### config.mk
export PLATFORM = sky130hd
export DESIGN_NAME = sum_display_driver
export DESIGN_NICKNAME = d
export VERILOG_FILES = /design/src/rtl/sum_display_driver.sv
export SDC_FILE = /design/constraint.sdc
export NUM_CORES = 1
export LEC_CHECK = 0
export ABC_AREA = 1
export CAP_MARGIN = 40
export CORE_ASPECT_RATIO = 0.6
export CORE_MARGIN = 1
export CORE_UTILIZATION = 35
export DETAILED_ROUTE_END_ITERATION = 12
export PLACE_DENSITY = 0.54
export SLEW_MARGIN = 20
export SYNTH_ARGS = -nofsm -noshare
export SYNTH_HDL_FRONTEND = slang
export SYNTH_SLANG_ARGS = --single-unit
### constraint.sdc
create_clock -name clk -period 1.95 [get_ports clk]
set_clock_uncertainty 0.05 [all_clocks]
set_input_delay 0.2925 -clock clk [delete_from_list [all_inputs] [get_ports clk]]
set_output_delay 0.2925 -clock clk [all_outputs]
set_load 0.03 [all_outputs]
### src/rtl/sum_display_driver.sv
// Captures a 5-bit adder result, converts it to two BCD digits with a
// sequential double-dabble, and scans them onto a 2-digit 7-segment display.
module sum_display_driver #(
  parameter int REFRESH_DIV    = 100000,
  parameter bit SEG_ACTIVE_LOW = 1'b1
) (
  input  logic       clk,
  input  logic       rst_n,
  input  logic [3:0] sum_in,
  input  logic       cout_in,
  input  logic       load,
  output logic       ready,
  output logic [4:0] value_q,
  output logic [6:0] seg,
  output logic [1:0] an,
  output logic       dbg_state
);

  localparam int CW = (REFRESH_DIV > 2) ? $clog2(REFRESH_DIV) : 1;
  localparam logic [CW-1:0] REFRESH_LAST = CW'(REFRESH_DIV - 1);

  localparam logic [6:0] SEG_OFF_AL = 7'b1111111;
  localparam logic [6:0] SEG_RST    = SEG_ACTIVE_LOW ? 7'b1000000 : 7'b0111111;
  localparam logic [1:0] AN_RST     = SEG_ACTIVE_LOW ? 2'b10 : 2'b01;

  typedef enum logic {IDLE = 1'b0, CONV = 1'b1} state_t;

  state_t        state, state_n;
  logic [4:0]    value_n;
  logic [12:0]   sr, sr_n, sr_adj, sr_shift;
  logic [2:0]    shift_cnt, shift_cnt_n;
  logic [3:0]    tens, tens_n, ones, ones_n;
  logic [CW-1:0] refresh_cnt, refresh_cnt_n;
  logic          digit_sel, digit_sel_n;
  logic [6:0]    seg_al, seg_n;
  logic [1:0]    an_al, an_n;

  // Active-low glyph lookup; anything outside 0..9 renders blank.
  function automatic logic [6:0] glyph(input logic [3:0] d);
    case (d)
      4'd0:    glyph = 7'b1000000;
      4'd1:    glyph = 7'b1111001;
      4'd2:    glyph = 7'b0100100;
      4'd3:    glyph = 7'b0110000;
      4'd4:    glyph = 7'b0011001;
      4'd5:    glyph = 7'b0010010;
      4'd6:    glyph = 7'b0000010;
      4'd7:    glyph = 7'b1111000;
      4'd8:    glyph = 7'b0000000;
      4'd9:    glyph = 7'b0010000;
      default: glyph = SEG_OFF_AL;
    endcase
  endfunction

  always_ff @(posedge clk or negedge rst_n) begin
    if (!rst_n) begin
      state       <= IDLE;
      value_q     <= '0;
      sr          <= '0;
      shift_cnt   <= '0;
      tens        <= '0;
      ones        <= '0;
      refresh_cnt <= '0;
      digit_sel   <= 1'b0;
      seg         <= SEG_RST;
      an          <= AN_RST;
    end else begin
      state       <= state_n;
      value_q     <= value_n;
      sr          <= sr_n;
      shift_cnt   <= shift_cnt_n;
      tens        <= tens_n;
      ones        <= ones_n;
      refresh_cnt <= refresh_cnt_n;
      digit_sel   <= digit_sel_n;
      seg         <= seg_n;
      an          <= an_n;
    end
  end

  // Add-3 correction on both BCD nibbles before each shift.
  always_comb begin
    sr_adj = sr;
    if (sr[8:5] >= 4'd5)  sr_adj[8:5]  = sr[8:5] + 4'd3;
    if (sr[12:9] >= 4'd5) sr_adj[12:9] = sr[12:9] + 4'd3;
    sr_shift = sr_adj << 1;
  end

  always_comb begin
    state_n     = state;
    value_n     = value_q;
    sr_n        = sr;
    shift_cnt_n = shift_cnt;
    tens_n      = tens;
    ones_n      = ones;
    case (state)
      IDLE: begin
        if (load) begin
          value_n     = {cout_in, sum_in};
          sr_n        = {8'b0, cout_in, sum_in};
          shift_cnt_n = '0;
          state_n     = CONV;
        end
      end
      CONV: begin
        sr_n        = sr_shift;
        shift_cnt_n = shift_cnt + 3'd1;
        // Digits update only after the fifth shift so no partial value is shown.
        if (shift_cnt == 3'd4) begin
          tens_n  = sr_shift[12:9];
          ones_n  = sr_shift[8:5];
          state_n = IDLE;
        end
      end
      default: state_n = IDLE;
    endcase
  end

  always_comb begin
    refresh_cnt_n = refresh_cnt + CW'(1);
    digit_sel_n   = digit_sel;
    if (refresh_cnt == REFRESH_LAST) begin
      refresh_cnt_n = '0;
      digit_sel_n   = ~digit_sel;
    end
  end

  // Output registers are fed from next-state values so they track this edge.
  always_comb begin
    if (digit_sel_n) begin
      seg_al = (tens_n == 4'd0) ? SEG_OFF_AL : glyph(tens_n);
      an_al  = 2'b01;
    end else begin
      seg_al = glyph(ones_n);
      an_al  = 2'b10;
    end
    seg_n = SEG_ACTIVE_LOW ? seg_al : ~seg_al;
    an_n  = SEG_ACTIVE_LOW ? an_al : ~an_al;
  end

  assign ready     = (state == IDLE);
  assign dbg_state = state;

endmodule

### After elaboration in Yosys (flattened, before gate mapping)

Memory sizes are Yosys's and may differ from the RTL's.
Index checks and enable logic that the tools add are counted.

| operators by class | value |
|---|---|
| add/subtract/negate cells | 4 |
| magnitude comparators | 2 |
| eq/ne operators | 3 |
| muxes and demuxes | 18 |
| bitwise gates (word level) | 2 |
| reduce and logical (&&, ||, !) cells | 2 |

Operator list:

| operator | count |
|---|---|
| $pmux W13 S2 | 1 |
| $mux W4 | 5 |
| $add A17 B1 Y17 const B | 1 |
| $eq A17 B17 Y1 const B | 1 |
| $mux W17 | 1 |
| $mux W7 | 2 |
| $mux W13 | 1 |
| $ge A4 B3 Y1 const B | 2 |
| $mux W3 | 2 |
| $pmux W3 S2 | 1 |
| $add A4 B2 Y4 const B | 1 |
| $logic_not A4 Y1 | 1 |
| $add A3 B1 Y3 const B | 1 |
| $add A3 B2 Y3 const B | 1 |
| $eq A3 B3 Y1 const B | 1 |
| $mux W1 | 3 |
| $mux W2 | 1 |
| $ne A2 B2 Y1 const B | 1 |
| $not A1 Y1 | 2 |
| $pmux W1 S2 | 1 |
| $reduce_and A2 Y1 | 1 |

| word-level totals | value |
|---|---|
| register bits after elaboration | 57 |
| bits in read-only memories | 224 |
| input bits | 8 |
| word-level logic and storage cells | 43 |
| memories kept | 2 |

Memory list:

| name | depth | width | rd ports | clocked after Yosys merged registers in | wr ports | RTL line | source |
|---|---|---|---|---|---|---|---|
| (name not given) | 16 | 7 | 1 | 0 | 0 | 40 | `case (d)` |
| (name not given) | 16 | 7 | 1 | 0 | 0 | 40 |  |

### Depth between registers and ports, before layout

| logic depth | value |
|---|---|
| depth after elaboration | 7 |
| depth in mapped cells | 17 |
| gate-level depth less buffers | 17 |

### Worst setup path after synthesis

No wires, ideal clock.

| timing | value |
|---|---|
| kind | register to register |
| from | register state (netlist: dbg_state) |
| to | register seg[3] |
| library setup time | 116 ps |
| arrival time | 1865 ps |
| data required time | 1784 ps |
| path slack | -82 ps |
| cell stages (with the launch flop) | 11 |
| path buffers | 0 |
| path through | dfrtp_1 -> nand3_2 -> o21ai_0 -> inv_1 -> ha_1 -> inv_1 -> nand2_1 -> nand3_1 -> nand2_1 -> nand2_1 -> nand2_1 |

| between the ends | value |
|---|---|
| elaborated cells on any way between the ends | 7 |

RTL lines:

| element | RTL line | source |
|---|---|---|
| from (decl) | 28 | `state_t state, state_n;` |
| from (signal assigned) | 68 | `state <= state_n;` |
| $mux W4 | 96 | `case (state)` |
| named net ones_n[0] | 32 | `logic [3:0] tens, tens_n, ones, ones_n;` |
| $mem_v2 Z16 W7 | n/a |  |
| $mux W7 | 130 | `if (digit_sel_n) begin` |
| named net seg_al[3] | 35 | `logic [6:0] seg_al, seg_n;` |
| to (signal assigned) | 76 | `seg <= seg_n;` |
| to (decl) | 14 | `output logic [6:0] seg,` |

The timed path passes the listed nets, and every way through them passes these cells.
A chain may end at the register's enable or synchronous reset.

### Worst setup path in the final report

| timing | value |
|---|---|
| from | register sr[5] |
| to | register seg[0] |

| between the ends | value |
|---|---|
| word-level cells in the longest chain between the ends | 7 |
| elaborated cells on any way between the ends | 12 |

Ends and longest elaborated chain:

| element | RTL line | source |
|---|---|---|
| from (decl) | 30 | `logic [12:0] sr, sr_n, sr_adj, sr_shift;` |
| from (signal assigned) | 70 | `sr <= sr_n;` |
| $add A4 B2 Y4 / $ge A4 B3 Y1 (equally long branches) | 84 | `if (sr[8:5] >= 4'd5) sr_adj[8:5] = sr[8:5] + 4'd3;` |
| $mux W4 (*) | 84 |  |
| $mux W4 | 109 | `if (shift_cnt == 3'd4) begin` |
| $mux W4 | 96 |  |
| $mem_v2 Z16 W7 / $logic_not A4 Y1 (equally long branches) | n/a |  |
| $mux W7 | 131 | `seg_al = (tens_n == 4'd0) ? SEG_OFF_AL : glyph(tens_n);` |
| $mux W7 (*) | 130 |  |
| named net seg_al[0] | 35 |  |

Mark *: on every way through the listed nets, which the timed path passes. The rest lies on a longest branch.

==> results.yml <==
setup_path:
  crit_buf_inv: 5
  crit_end: "seg[0]"
  worst-r2r-setup-slack_ns: -0.08
  crit_top_cell: "nand2_2"
  r2r.worst_path.cells: 16
  startpoint: "sr[5]"
  cp_max_fo: 4
  worstSetupPathType: "flop to flop"
  cp.depth: 16
  crit_slowest_cell: "dfrtp_1"
  path_cells: "inv_2 > ha_4 > inv_2 > nand2_4 > buf_6 > nand4_1 > nand3_2 > nand2_2 > buf_6 > ha_2 > inv_1 > nand2_1 > nand3_2 > nand2_2 > nand2_2 > nand2_1"
  cp_top_family: "simple AND/OR/NAND/NOR gates"
  r2r_end: "seg[0]"
  arrival_ns: 2.17
  rr_startpoint: "sr[5]"
  cp.required_ns: 2.09
  cp-start-kind: "flop"
  critical-path-max-stage-delay_ns: 0.42
  endpoint_kind: "flop"
global_route:
  grt_max_degree: 23
  grt_pass1_wl_mm: 12.9
  grt_usage_pct: 17.0
  grt_pass1_vias: 2742
  antenna_found_initial: 0
  overflow: 0
floorplanning:
  die_w_um: 125
  die-height_um: 75.9
  num_io_pins: 24
  start_util_pct: 36.8
  rows: 26
  coreArea_mm2: 0.00865
  dieArea_mm2: 0.00950
timing:
  tns_ns: -0.438
  min_period_over_period_pct: 104
  drv_slew: 0
  rsz0062_at_grt: "true"
  hold_viol_final: 0
  tightest_slew_ns: 0.476
  setup_viol: 7
  setup_slack_ns: -0.0823
  period_minus_slack_ns: 2.03
  max_slew_margin_pct: 68.3
  max_freq_mhz: 492
finish:
  fill_cells: 806
  syn_to_final_growth_pct: 32.9
  multiInputGateArea_mm2: 0.00173
  antenna_cells: 0
  drive_above_1_share_pct: 32.0
  register_area_mm2: 0.00141
  nets: 484
clock_tree:
  root_buffer: "clkbuf_16"
  ctsHtreeMaxLevel: 2
  cts_buffers: 5
  clk_pin_slew_ns: 0.07
  cts_buffer_depth: 2
  clock_sinks: 56
  tritoncts: "built"
  clk_latency_ns: 0.30
pwr:
  ir_worst_vdd_v: 0.000756
  powerDensity_mw_per_mm2: 1700
  p_total_uw: 7180
  p_leak_uw: 0.00201
job:
  drv_cap: 0
outcome:
  violations: "negative setup slack"
  status: "finished with violations"
detailed_routing:
  via_count: 2735
  drt_pre_antenna_iters: 5
  drtIter0Drc: 161
  drc: 0
  finalWirelength_mm: 7.43
  wl_per_cell_um: 13.0
  routed_via_density: 4.78
  ant_nets: 0
synthesis:
  syn-cell-area_mm2: 0.00319
  syn_inst: 389
  synth_top_area_share_pct: 42.4
  yosysTopAreaCell: "dfrtp_1"
  synth_cell_types: 33
  yosys_register_bits: 56
  synth_area_per_cell_um2: 8.19
  yosys_warnings: 0
  ys_seq_area_share_pct: 44.1
  synth.area.top_cells: "dfrtp_1 42%, nand2_1 12%, ha_1 6.7%, inv_1 6.4%, nand3_1 4.9%"
  syn-num-nets: 414
place:
  io_buffers: 23
  gp_congestion: 0.817
  place_hpwl_mm: 5.11
hold_path:
  hp-class: "input port to asynchronous set/reset pin"
worst min path at each step:
stage | startpoint | endpoint | slack [ns] | cells past startpoint
finish | rst_n | refresh_cnt[2] | 0.43 | 2
floorplan | rst_n | an[0] | -0.05 | 0
CTS | refresh_cnt[0] | refresh_cnt[0] | 0.43 | 1
global route | refresh_cnt[0] | refresh_cnt[0] | 0.45 | 1
detailed placement | rst_n | refresh_cnt[2] | 0.24 | 1
global placement | rst_n | refresh_cnt[2] | 0.24 | 1
cell usage in the layout, fill, tap and decap left out, types with 7 or more instances in the layout:
| cell type | instances |
|---|---|
| nand2_2 | 26 |
| o21ai_0 | 13 |
| nand3_2 | 14 |
| ha_1 | 8 |
| dfrtp_1 | 53 |
| inv_2 | 11 |
| nor2_2 | 7 |
| nand2_1 | 82 |
| nor2_1 | 24 |
| clkdlybuf4s50_1 | 20 |
| nand4_1 | 12 |
| nand2_4 | 9 |
| buf_4 | 40 |
| ha_4 | 7 |
| inv_1 | 44 |
| nand3_1 | 24 |
cell usage after synthesis:
cell      count
xor2_1        5
nand3_2       7
ha_1         17
nand3_1      31
nand3_4       2
clkbuf_1      2
buf_4         1
nor3_1        5
nor3_2        1
nand2_2      12
nor4_1        1
o211ai_1      3
o21ai_0      15
nand4_1      12
o22ai_1       5
nand2_4       5
o21ai_4       1
dfstp_2       2
a31oi_1       1
buf_6         1
nor2_1       26
nor2_2        5
a211oi_1      1
clkinv_1      1
a22oi_1       1
inv_6         1
a21oi_1       5
or2_2         5
nor2_4        3
inv_1        54
nand2_1     100
dfrtp_1      54
inv_2         4
worst reg2reg max path, cell delays in order, from the launching register on:
cell and delay [ns]:
dfrtp_1 0.42, inv_2 0.10, ha_4 0.14, inv_2 0.04, nand2_4 0.07, buf_6 0.10, nand4_1 0.13, nand3_2 0.14
nand2_2 0.08, buf_6 0.14, ha_2 0.16, inv_1 0.04, nand2_1 0.06, nand3_2 0.08, nand2_2 0.05, nand2_2 0.07
nand2_1 0.05
repair_timing:
item	in CTS	in global routing
endpoints found under the setup margin	8	9
hold endpoints to repair	17	0
pin swaps	18	20
setup buffers	15	3
hold buffers	1	0
resized for setup	27	37
sequential cells by signal, summed over array words and instances (netlist names):
| name | count |
|---|---|
| refresh_cnt | 17 |
| sr | 13 |
| seg | 7 |
| value_q | 5 |
| ones | 4 |
| tens | 4 |
| shift_cnt | 3 |
| an | 2 |
| dbg_state | 1 |
per-layer routing:
metal	vias to the layer above	track usage [%]	wire length, um
met3	9	3.74	300
li1	1385	-	-
met1	1285	23.7	3750
met4	0	5.00	125
met5	-	0	0
met2	56	26.3	3250
where the power goes:
part           total, uW  internal (uW)  leakage (uW)  switching, uW
combinational       4490           1880       0.00125           2610
clock                935            512     0.0000691            423
sequential          1750           1550      0.000695            198
total               7180           3950       0.00201           3230
through the flow:
stage               utilization (%)  hold slack, ns  cell area, um^2  setup slack [ns]  instances
floorplan                         -         -0.0531             3190           -0.0150        389
finish                         48.9           0.431             4230           -0.0823        572
global route                   48.9           0.455             4230            -0.184        572
global placement               43.0           0.236             3720            -0.114        546
detailed placement             43.0           0.236             3720            -0.134        546
CTS                            47.2           0.429             4090           -0.0182        570
cells by family (layout without fill, tap and decap cells):
| family | Yosys count | after routing | share of synthesized area [%] |
|---|---|---|---|
| XOR/XNOR | 5 | 5 | 1.37 |
| flip-flops | 56 | 56 | 44.1 |
| AO/OA/AOI/OAI | 32 | 32 | 6.01 |
| buffers and inverters | 64 | 135 | 8.05 |
| AND/OR/NAND/NOR | 215 | 215 | 33.8 |
| adder cells (fa/ha/maj) | 17 | 17 | 6.68 |
final cells by class:
| type | instances | share of cell area (%) |
|---|---|---|
| Multi-Input combinational cell | 269 | 40.8 |
| Sequential cell | 56 | 33.2 |
| Timing Repair Buffer | 67 | 13.5 |
| Inverter | 60 | 5.62 |
| Tap cell | 112 | 3.31 |
| Clock buffer | 6 | 3.28 |
| Clock inverter | 2 | 0.355 |
(Power assumes the default switching activity.)
